[config.mk]
export PLATFORM = sky130hd
export DESIGN_NAME = ax_split_4kb_ctrl
export DESIGN_NICKNAME = d
export VERILOG_FILES = /design/src/rtl/ax_split_4kb_ctrl_pkg.sv /design/src/rtl/ax_split_4kb_ctrl_masker.sv /design/src/rtl/ax_split_4kb_ctrl.sv
export SDC_FILE = /design/constraint.sdc
export NUM_CORES = 1
export LEC_CHECK = 0
export BUFFER_PORTS_ARGS = -buffer_cell sky130_fd_sc_hd__buf_2
export CORE_MARGIN = 8
export CORE_UTILIZATION = 54
export CTS_CLUSTER_SIZE = 14
export DETAILED_ROUTE_END_ITERATION = 12
export GPL_TIMING_DRIVEN = 0
export PLACE_DENSITY = 0.81
export SETUP_SLACK_MARGIN = 0.05
export SLEW_MARGIN = 20
export SYNTH_ARGS = -nofsm -noshare
export SYNTH_HDL_FRONTEND = slang
export SYNTH_SLANG_ARGS = --single-unit
[constraint.sdc]
create_clock -name ACLK_i -period 5.6 [get_ports ACLK_i]
set_clock_uncertainty 0.15 [all_clocks]
set_input_delay 0 -clock ACLK_i [delete_from_list [all_inputs] [get_ports ACLK_i]]
set_output_delay 0 -clock ACLK_i [all_outputs]
set_load 0.03 [all_outputs]
[src/rtl/ax_split_4kb_ctrl_pkg.sv]
`default_nettype none
// ============================================================================
//  Module      : ax_split_4kb_ctrl_pkg
//  Description : Shared interconnect definitions for the 4KB burst splitter:
//                page offset width, page size constant and FSM encoding.
//  Revision    : 1.0  initial release
// ============================================================================
package ax_split_4kb_ctrl_pkg;

   // Number of address bits that address bytes within one 4KB page
   localparam int c_PAGE_OFS_W = 12;

   // Page size expressed on c_PAGE_OFS_W+1 bits (0x1000)
   localparam logic [c_PAGE_OFS_W:0] c_PAGE_BYTES = {1'b1, {c_PAGE_OFS_W{1'b0}}};

   // Splitter control states
   typedef enum logic [1:0] {
      ST_IDLE     = 2'd0,
      ST_SEND_1ST = 2'd1,
      ST_SEND_2ND = 2'd2
   } split_state_e;

endpackage : ax_split_4kb_ctrl_pkg
`default_nettype wire

[src/rtl/ax_split_4kb_ctrl_masker.sv]
`default_nettype none
// ============================================================================
//  Module      : splitting_4kb_masker
//  Description : Combinational address/length computation for a burst that
//                may straddle a 4KB page. mask_sel_i=0 yields the first part,
//                mask_sel_i=1 yields the remainder starting on the next page.
//                Start addresses are assumed aligned to the beat size.
//  Revision    : 1.0  initial release
// ============================================================================
module splitting_4kb_masker
   import ax_split_4kb_ctrl_pkg::*;
#(
   parameter int ADDR_WIDTH = 32,
   parameter int LEN_WIDTH  = 3,
   parameter int SIZE_WIDTH = 3
) (
   input  logic [ADDR_WIDTH-1:0] i_addr,
   input  logic [LEN_WIDTH-1:0]  i_len,
   input  logic [SIZE_WIDTH-1:0] i_size,
   input  logic                  mask_sel_i,
   output logic [ADDR_WIDTH-1:0] o_addr,
   output logic [LEN_WIDTH-1:0]  o_len,
   output logic                  o_split
);

   // One extra bit so that an end address of exactly 0x1000 is representable
   localparam int c_CW = c_PAGE_OFS_W + 1;

   logic [c_CW-1:0]       w_ofs;
   logic [c_CW-1:0]       w_beats;
   logic [c_CW-1:0]       w_bytes;
   logic [c_CW-1:0]       w_end;
   logic [c_CW-1:0]       w_room;
   logic [c_CW-1:0]       w_beats1;
   logic [ADDR_WIDTH-1:0] w_next_page;
   logic                  w_split;

   assign w_ofs    = {1'b0, i_addr[c_PAGE_OFS_W-1:0]};
   assign w_beats  = c_CW'(i_len) + c_CW'(1);
   assign w_bytes  = w_beats << i_size;
   assign w_end    = w_ofs + w_bytes;
   // Ending exactly on the page boundary stays in one page
   assign w_split  = (w_end > c_PAGE_BYTES);
   // Bytes left in the current page, and how many whole beats fit there
   assign w_room   = c_PAGE_BYTES - w_ofs;
   assign w_beats1 = w_room >> i_size;
   // Setting the offset bits then adding one lands on the next 4KB boundary
   assign w_next_page = (i_addr | ADDR_WIDTH'({c_PAGE_OFS_W{1'b1}})) + ADDR_WIDTH'(1);

   assign o_split = w_split;

   // Select first-part or second-part address and length
   always_comb begin
      o_addr = i_addr;
      o_len  = i_len;
      if (mask_sel_i) begin
         o_addr = w_next_page;
         o_len  = LEN_WIDTH'(c_CW'(i_len) - w_beats1);
      end else if (w_split) begin
         o_len  = LEN_WIDTH'(w_beats1 - c_CW'(1));
      end
   end

endmodule : splitting_4kb_masker
`default_nettype wire

[src/rtl/ax_split_4kb_ctrl.sv]
`default_nettype none
// ============================================================================
//  Module      : ax_split_4kb_ctrl
//  Description : AXI address-channel splitter. Registers one upstream
//                request and issues it downstream as one sub-transaction,
//                or as two when the burst crosses a 4KB page boundary.
//  Revision    : 1.0  initial release
// ============================================================================
module ax_split_4kb_ctrl
   import ax_split_4kb_ctrl_pkg::*;
#(
   parameter int ADDR_WIDTH = 32,
   parameter int LEN_WIDTH  = 3,
   parameter int SIZE_WIDTH = 3,
   parameter int ID_WIDTH   = 5
) (
   input  logic                  ACLK_i,
   input  logic                  ARESET_i,
   input  logic [ID_WIDTH-1:0]   s_AxID_i,
   input  logic [ADDR_WIDTH-1:0] s_AxADDR_i,
   input  logic [LEN_WIDTH-1:0]  s_AxLEN_i,
   input  logic [SIZE_WIDTH-1:0] s_AxSIZE_i,
   input  logic                  s_AxVALID_i,
   output logic                  s_AxREADY_o,
   output logic [ID_WIDTH-1:0]   m_AxID_o,
   output logic [ADDR_WIDTH-1:0] m_AxADDR_o,
   output logic [LEN_WIDTH-1:0]  m_AxLEN_o,
   output logic [SIZE_WIDTH-1:0] m_AxSIZE_o,
   output logic                  m_AxVALID_o,
   input  logic                  m_AxREADY_i,
   output logic                  m_split_o,
   output logic                  m_last_o,
   output logic [15:0]           split_cnt_o
);

   split_state_e r_state;
   split_state_e w_state_nxt;

   logic [ID_WIDTH-1:0]   r_id;
   logic [ADDR_WIDTH-1:0] r_addr;
   logic [LEN_WIDTH-1:0]  r_len;
   logic [SIZE_WIDTH-1:0] r_size;
   logic [15:0]           r_split_cnt;

   logic                  w_split;
   logic                  w_m_hs;
   logic                  w_final_hs;
   logic                  w_accept;
   logic                  w_mask_sel;

   // Handshakes: the request slot frees up on the last sub-transaction,
   // so a new request can be taken in that same cycle
   assign w_m_hs      = m_AxVALID_o & m_AxREADY_i;
   assign w_final_hs  = w_m_hs & (((r_state == ST_SEND_1ST) & ~w_split) |
                                  (r_state == ST_SEND_2ND));
   assign s_AxREADY_o = (r_state == ST_IDLE) | w_final_hs;
   assign w_accept    = s_AxVALID_i & s_AxREADY_o;
   assign w_mask_sel  = (r_state == ST_SEND_2ND);

   splitting_4kb_masker #(
      .ADDR_WIDTH (ADDR_WIDTH),
      .LEN_WIDTH  (LEN_WIDTH),
      .SIZE_WIDTH (SIZE_WIDTH)
   ) u_masker (
      .i_addr     (r_addr),
      .i_len      (r_len),
      .i_size     (r_size),
      .mask_sel_i (w_mask_sel),
      .o_addr     (m_AxADDR_o),
      .o_len      (m_AxLEN_o),
      .o_split    (w_split)
   );

   assign m_AxID_o    = r_id;
   assign m_AxSIZE_o  = r_size;
   assign split_cnt_o = r_split_cnt;

   // State register
   always_ff @(posedge ACLK_i or posedge ARESET_i) begin
      if (ARESET_i) begin
         r_state <= ST_IDLE;
      end else begin
         r_state <= w_state_nxt;
      end
   end

   // Next-state and downstream control outputs
   always_comb begin
      w_state_nxt = r_state;
      m_AxVALID_o = 1'b0;
      m_split_o   = 1'b0;
      m_last_o    = 1'b0;
      case (r_state)
         ST_IDLE: begin
            if (w_accept) begin
               w_state_nxt = ST_SEND_1ST;
            end
         end
         ST_SEND_1ST: begin
            m_AxVALID_o = 1'b1;
            m_split_o   = w_split;
            m_last_o    = ~w_split;
            if (w_m_hs) begin
               if (w_split) begin
                  w_state_nxt = ST_SEND_2ND;
               end else if (w_accept) begin
                  w_state_nxt = ST_SEND_1ST;
               end else begin
                  w_state_nxt = ST_IDLE;
               end
            end
         end
         ST_SEND_2ND: begin
            m_AxVALID_o = 1'b1;
            m_split_o   = 1'b1;
            m_last_o    = 1'b1;
            if (w_m_hs) begin
               w_state_nxt = w_accept ? ST_SEND_1ST : ST_IDLE;
            end
         end
         default: begin
            w_state_nxt = ST_IDLE;
         end
      endcase
   end

   // Capture the upstream request; fields stay frozen until the next accept
   always_ff @(posedge ACLK_i or posedge ARESET_i) begin
      if (ARESET_i) begin
         r_id   <= '0;
         r_addr <= '0;
         r_len  <= '0;
         r_size <= '0;
      end else if (w_accept) begin
         r_id   <= s_AxID_i;
         r_addr <= s_AxADDR_i;
         r_len  <= s_AxLEN_i;
         r_size <= s_AxSIZE_i;
      end
   end

   // Count split requests when their first half is handed off, saturating
   always_ff @(posedge ACLK_i or posedge ARESET_i) begin
      if (ARESET_i) begin
         r_split_cnt <= '0;
      end else if (w_m_hs && (r_state == ST_SEND_1ST) && w_split &&
                   (r_split_cnt != 16'hFFFF)) begin
         r_split_cnt <= r_split_cnt + 16'd1;
      end
   end

endmodule : ax_split_4kb_ctrl
`default_nettype wire

==> results.sh <==
export IMPL_arrival_ns=5.28
export IMPL_synth_seq_cells=61
export IMPL_max_freq_mhz=192.4
export IMPL_hpwl_mm=8.477
export IMPL_finalSetupViolations=0
export IMPL_powerDensity_nw_per_um2=628.0
export IMPL_yosys_top_cells_area="dfrtp_1 (35%), mux2_4 (12%), ha_1 (6.0%), xor2_1 (5.6%), xnor2_1 (4.4%)"
export IMPL_grt_max_degree=48
export IMPL_hp_start="s_AxADDR_i[11]"
export IMPL_ir_drop_mv=0.3903
export IMPL_ant_nets=0
export IMPL_root_buffer="clkbuf_8"
export IMPL_grt_pass1_wl_mm=20.07
export IMPL_cts_max_level=3
export IMPL_clock_latency_ns=0.34
export IMPL_r2r_cells=19
export IMPL_instances_no_fill=703
export IMPL_whs_path_depth=3
export IMPL_synth_top_family_by_area="multiplexers"
export IMPL_min_path_type="in -> reg"
export IMPL_postSynthAreaPerCell_sq_um=10.26
export IMPL_clock_path_buffers=2
export IMPL_startpoint="r_len[1]"
export IMPL_cap_violations=0
export IMPL_cts_reportedPaths_clkPinSlew_ns=0.07
export IMPL_p_int_mw=1.820
export IMPL_finalNetCount=665
export IMPL_synth_top_cell_area_share_pct=34.93
export IMPL_cp_start_kind="flip-flop"
export IMPL_async_flop_share_pct=100.0
export IMPL_detail_route_drc_violations=0
export IMPL_cp_max_fo=10
export IMPL_dr_pass1_iters=4
export IMPL_cts_tree="built"
export IMPL_rows=33
export IMPL_combPwrFrac_pct=67.0
export IMPL_synth_compound_area_share_pct=8.474
export IMPL_synthDistinctLibCells=48
export IMPL_grt_ovfl_total=0
export IMPL_synthXorXnorAreaFrac_pct=10.02
export IMPL_syn_area_sq_um=4370
export IMPL_fillers=592
export IMPL_cts_setup_buffers=0
export IMPL_yosys_area_share_adder_pct=6.928
export IMPL_maxSlewViolCount=0
export IMPL_p_sw_mw=1.774
export IMPL_setup_tns_ns=0
export IMPL_dp_cells=641
export IMPL_grt_pass1_vias=4119
export IMPL_via_count=3892
export IMPL_r2r_end="r_state[0]"
export IMPL_stdcell_area_sq_um=5723
export IMPL_p_seq_share_pct=23.5
export IMPL_synthSimpleGateAreaFrac_pct=17.32
export IMPL_port_buffers=109
export IMPL_worst_pin_slew_ns=0.6700
export IMPL_die_w_um=106.0
export IMPL_reg2reg_slack_ns=0.40
export IMPL_syn_instance_count=426
export IMPL_viasPerCell=5.536
export IMPL_drt_iter0_drc=144
export IMPL_wl_per_cell_um=16.84
export IMPL_timing_final_hold_violations=0
export IMPL_track_usage_pct=21.67
export IMPL_status="complete, no violations"
export IMPL_crit_type="reg -> reg"
export IMPL_dieArea_sq_um=11230
export IMPL_yosys_warnings=0
export IMPL_period_share_pct=92.84
export IMPL_leakage_nw=2.836
export IMPL_rsz0062_at_grt="no"
export IMPL_slew_headroom_pct=55.34
export IMPL_synth_mux_area_fraction_pct=18.41
export IMPL_io_pins=110
export IMPL_layout_drive_gt1_share_pct=30.77
export IMPL_die_h_um=106.0
export IMPL_synth_net_count=496
export IMPL_synth_edf_count=0
export IMPL_grt_antenna_before_repair=0
export IMPL_routed_wl_mm=11.84
export IMPL_worst_hold_path_endpoint="r_addr[11]"
export IMPL_ys_flop_type="dfrtp_1"
export IMPL_cp_end_kind="flip-flop"
export IMPL_p_sw_share_pct=49.37
export IMPL_n_antenna_cell=0
export IMPL_cts_sinks=61
export IMPL_yosysTopAreaCell="dfrtp_1"
export IMPL_clkPwrFrac_pct=9.5
export IMPL_syn_to_final_growth_pct=30.95
export IMPL_timing_rr_start="r_len[1]"
export IMPL_core_area_sq_um=8010
export IMPL_ys_seq_area_share_pct=34.93
export IMPL_min_period_ns=5.199
export IMPL_gp_congestion=0.8868
export IMPL_place_area_sq_um=5077
export IMPL_cp_required_ns=5.68
export IMPL_initial_core_util_pct=54.56
export IMPL_numCtsBuffers=9
## repair_timing
item | 4_1_cts | 5_1_grt
resized for setup | 0 | 2
setup endpoints to repair | 0 | 1
hold buffers | 48 | 0
endpoints found under the hold margin | 106 | 0
## routing by layer
metal	track usage, %	part of all wire, %	up-vias
met4	6.231	1.6	0
met2	37.80	51	123
li1	-	-	1855
met5	0	0	-
met1	25.11	40	1896
met3	6.473	6.5	18
## cell usage in the layout (no fill, tap or decap), types with 3 or more instances in the layout
cell type      netlist  final
xnor2_1             22     22
o2111ai_1            3      3
nor3_1              14     14
mux2_4              35     35
nand2_1             33     33
buf_2                2    111
a21oi_1             12     12
nand3_1             16     16
nor4_1               9      9
xor2_1              28     28
o22ai_1              5      5
a21o_1               5      5
and2_1               5      5
nor2b_1             13     13
clkbuf_1            10      9
mux2_2               7      7
inv_1               17     16
dlygate4sd3_1        0     48
or3_1                4      4
mux2_1               4      4
nor3b_1              3      3
nor2_1              27     27
o21ai_0              6      6
clkbuf_8             0     10
dfrtp_1             61     61
buf_6                5      5
mux2i_1             11     11
nand4_1             11     11
ha_1                21     21
and3_1               8      8
## how the worst max path moves through the flow
| stage | cells after the start | to |
|---|---|---|
| global route | 18 | r_state[0] |
| finish | 19 | r_state[0] |
| floorplan | 17 | m_AxLEN_o[1] |
| CTS | 18 | r_state[0] |
| detailed placement | 17 | r_addr[11] |
| global placement | 17 | r_addr[11] |
## area by class of cell
class	instances	area [sq um]	share of cell area (%)
buffer	17	105.1	1.836
inverter	18	70.07	1.224
multi-input combinational	330	2673	46.70
clock inverter	4	26.28	0.4591
timing repair buffer	158	1054	18.41
tap	105	131.4	2.296
sequential	61	1526	26.67
clock buffer	10	137.6	2.405
## cell usage after synthesis, types with 6 or more instances
cell type,count
mux2_2,7
and3_1,8
xnor2_1,22
nor2_1,27
nand2_1,33
ha_1,21
a21oi_1,12
nand4_1,11
inv_1,17
nand3_1,16
nor2b_1,13
clkbuf_1,10
o21ai_0,6
nor4_1,9
nor3_1,14
xor2_1,28
dfrtp_1,61
mux2i_1,11
mux2_4,35
## metrics by stage
stage | util [%] | hold slack [ns] | worst slack [ns] | power, mW
2_1_floorplan | - | -0.01832 | 0.8556 | 2.648
3_3_place_gp | 63.01 | 0.06544 | 0.7143 | 3.112
3_5_place_dp | 63.39 | -0.2097 | 0.6282 | 3.184
4_1_cts | 71.43 | 0.2458 | 0.3216 | 3.576
5_1_grt | 71.45 | 0.2498 | 0.1043 | 3.864
6_report | 71.45 | 0.2633 | 0.4012 | 3.594
## kinds of logic after synthesis
family / count (synthesis)
and+or+nand+nor: 149
DFF: 61
muxes: 59
xor gates and xnor gates: 50
AOI/OAI and AO/OA: 49
buffers and inverters: 35
adders and majority gates: 23
## state kept, by name, indices dropped and copies added (netlist names)
register	count
m_AxID_o	5
r_len	3
split_cnt_o	16
m_AxSIZE_o	3
r_state	2
r_addr	32
## power by group through the flow
stage,sequential [mW],combinational (mW),clock (mW)
finish,0.844,2.41,0.343
global route,0.865,2.62,0.376
CTS,0.833,2.39,0.352
detailed placement,0.839,2.35,0
global placement,0.827,2.28,0
floorplan,0.839,1.81,0
## worst max-delay path, stage by stage, from the launching register on
cell           delay, ns
dfrtp_1             0.47
ha_1                0.23
xor2_1              0.15
mux2_2              0.29
nand2_1             0.06
o21ai_0             0.11
a21o_1              0.22
ha_1                0.28
buf_6               0.14
a21o_1              0.20
a21oi_2             0.18
nand2_1             0.10
a221oi_2            0.45
o311ai_1            0.21
a311oi_2            0.31
o31ai_4             0.14
o31ai_4             0.48
buf_6               0.26
o31ai_1             0.09
dlygate4sd3_1       0.56
Note: power is estimated with default switching activity, not from simulation.
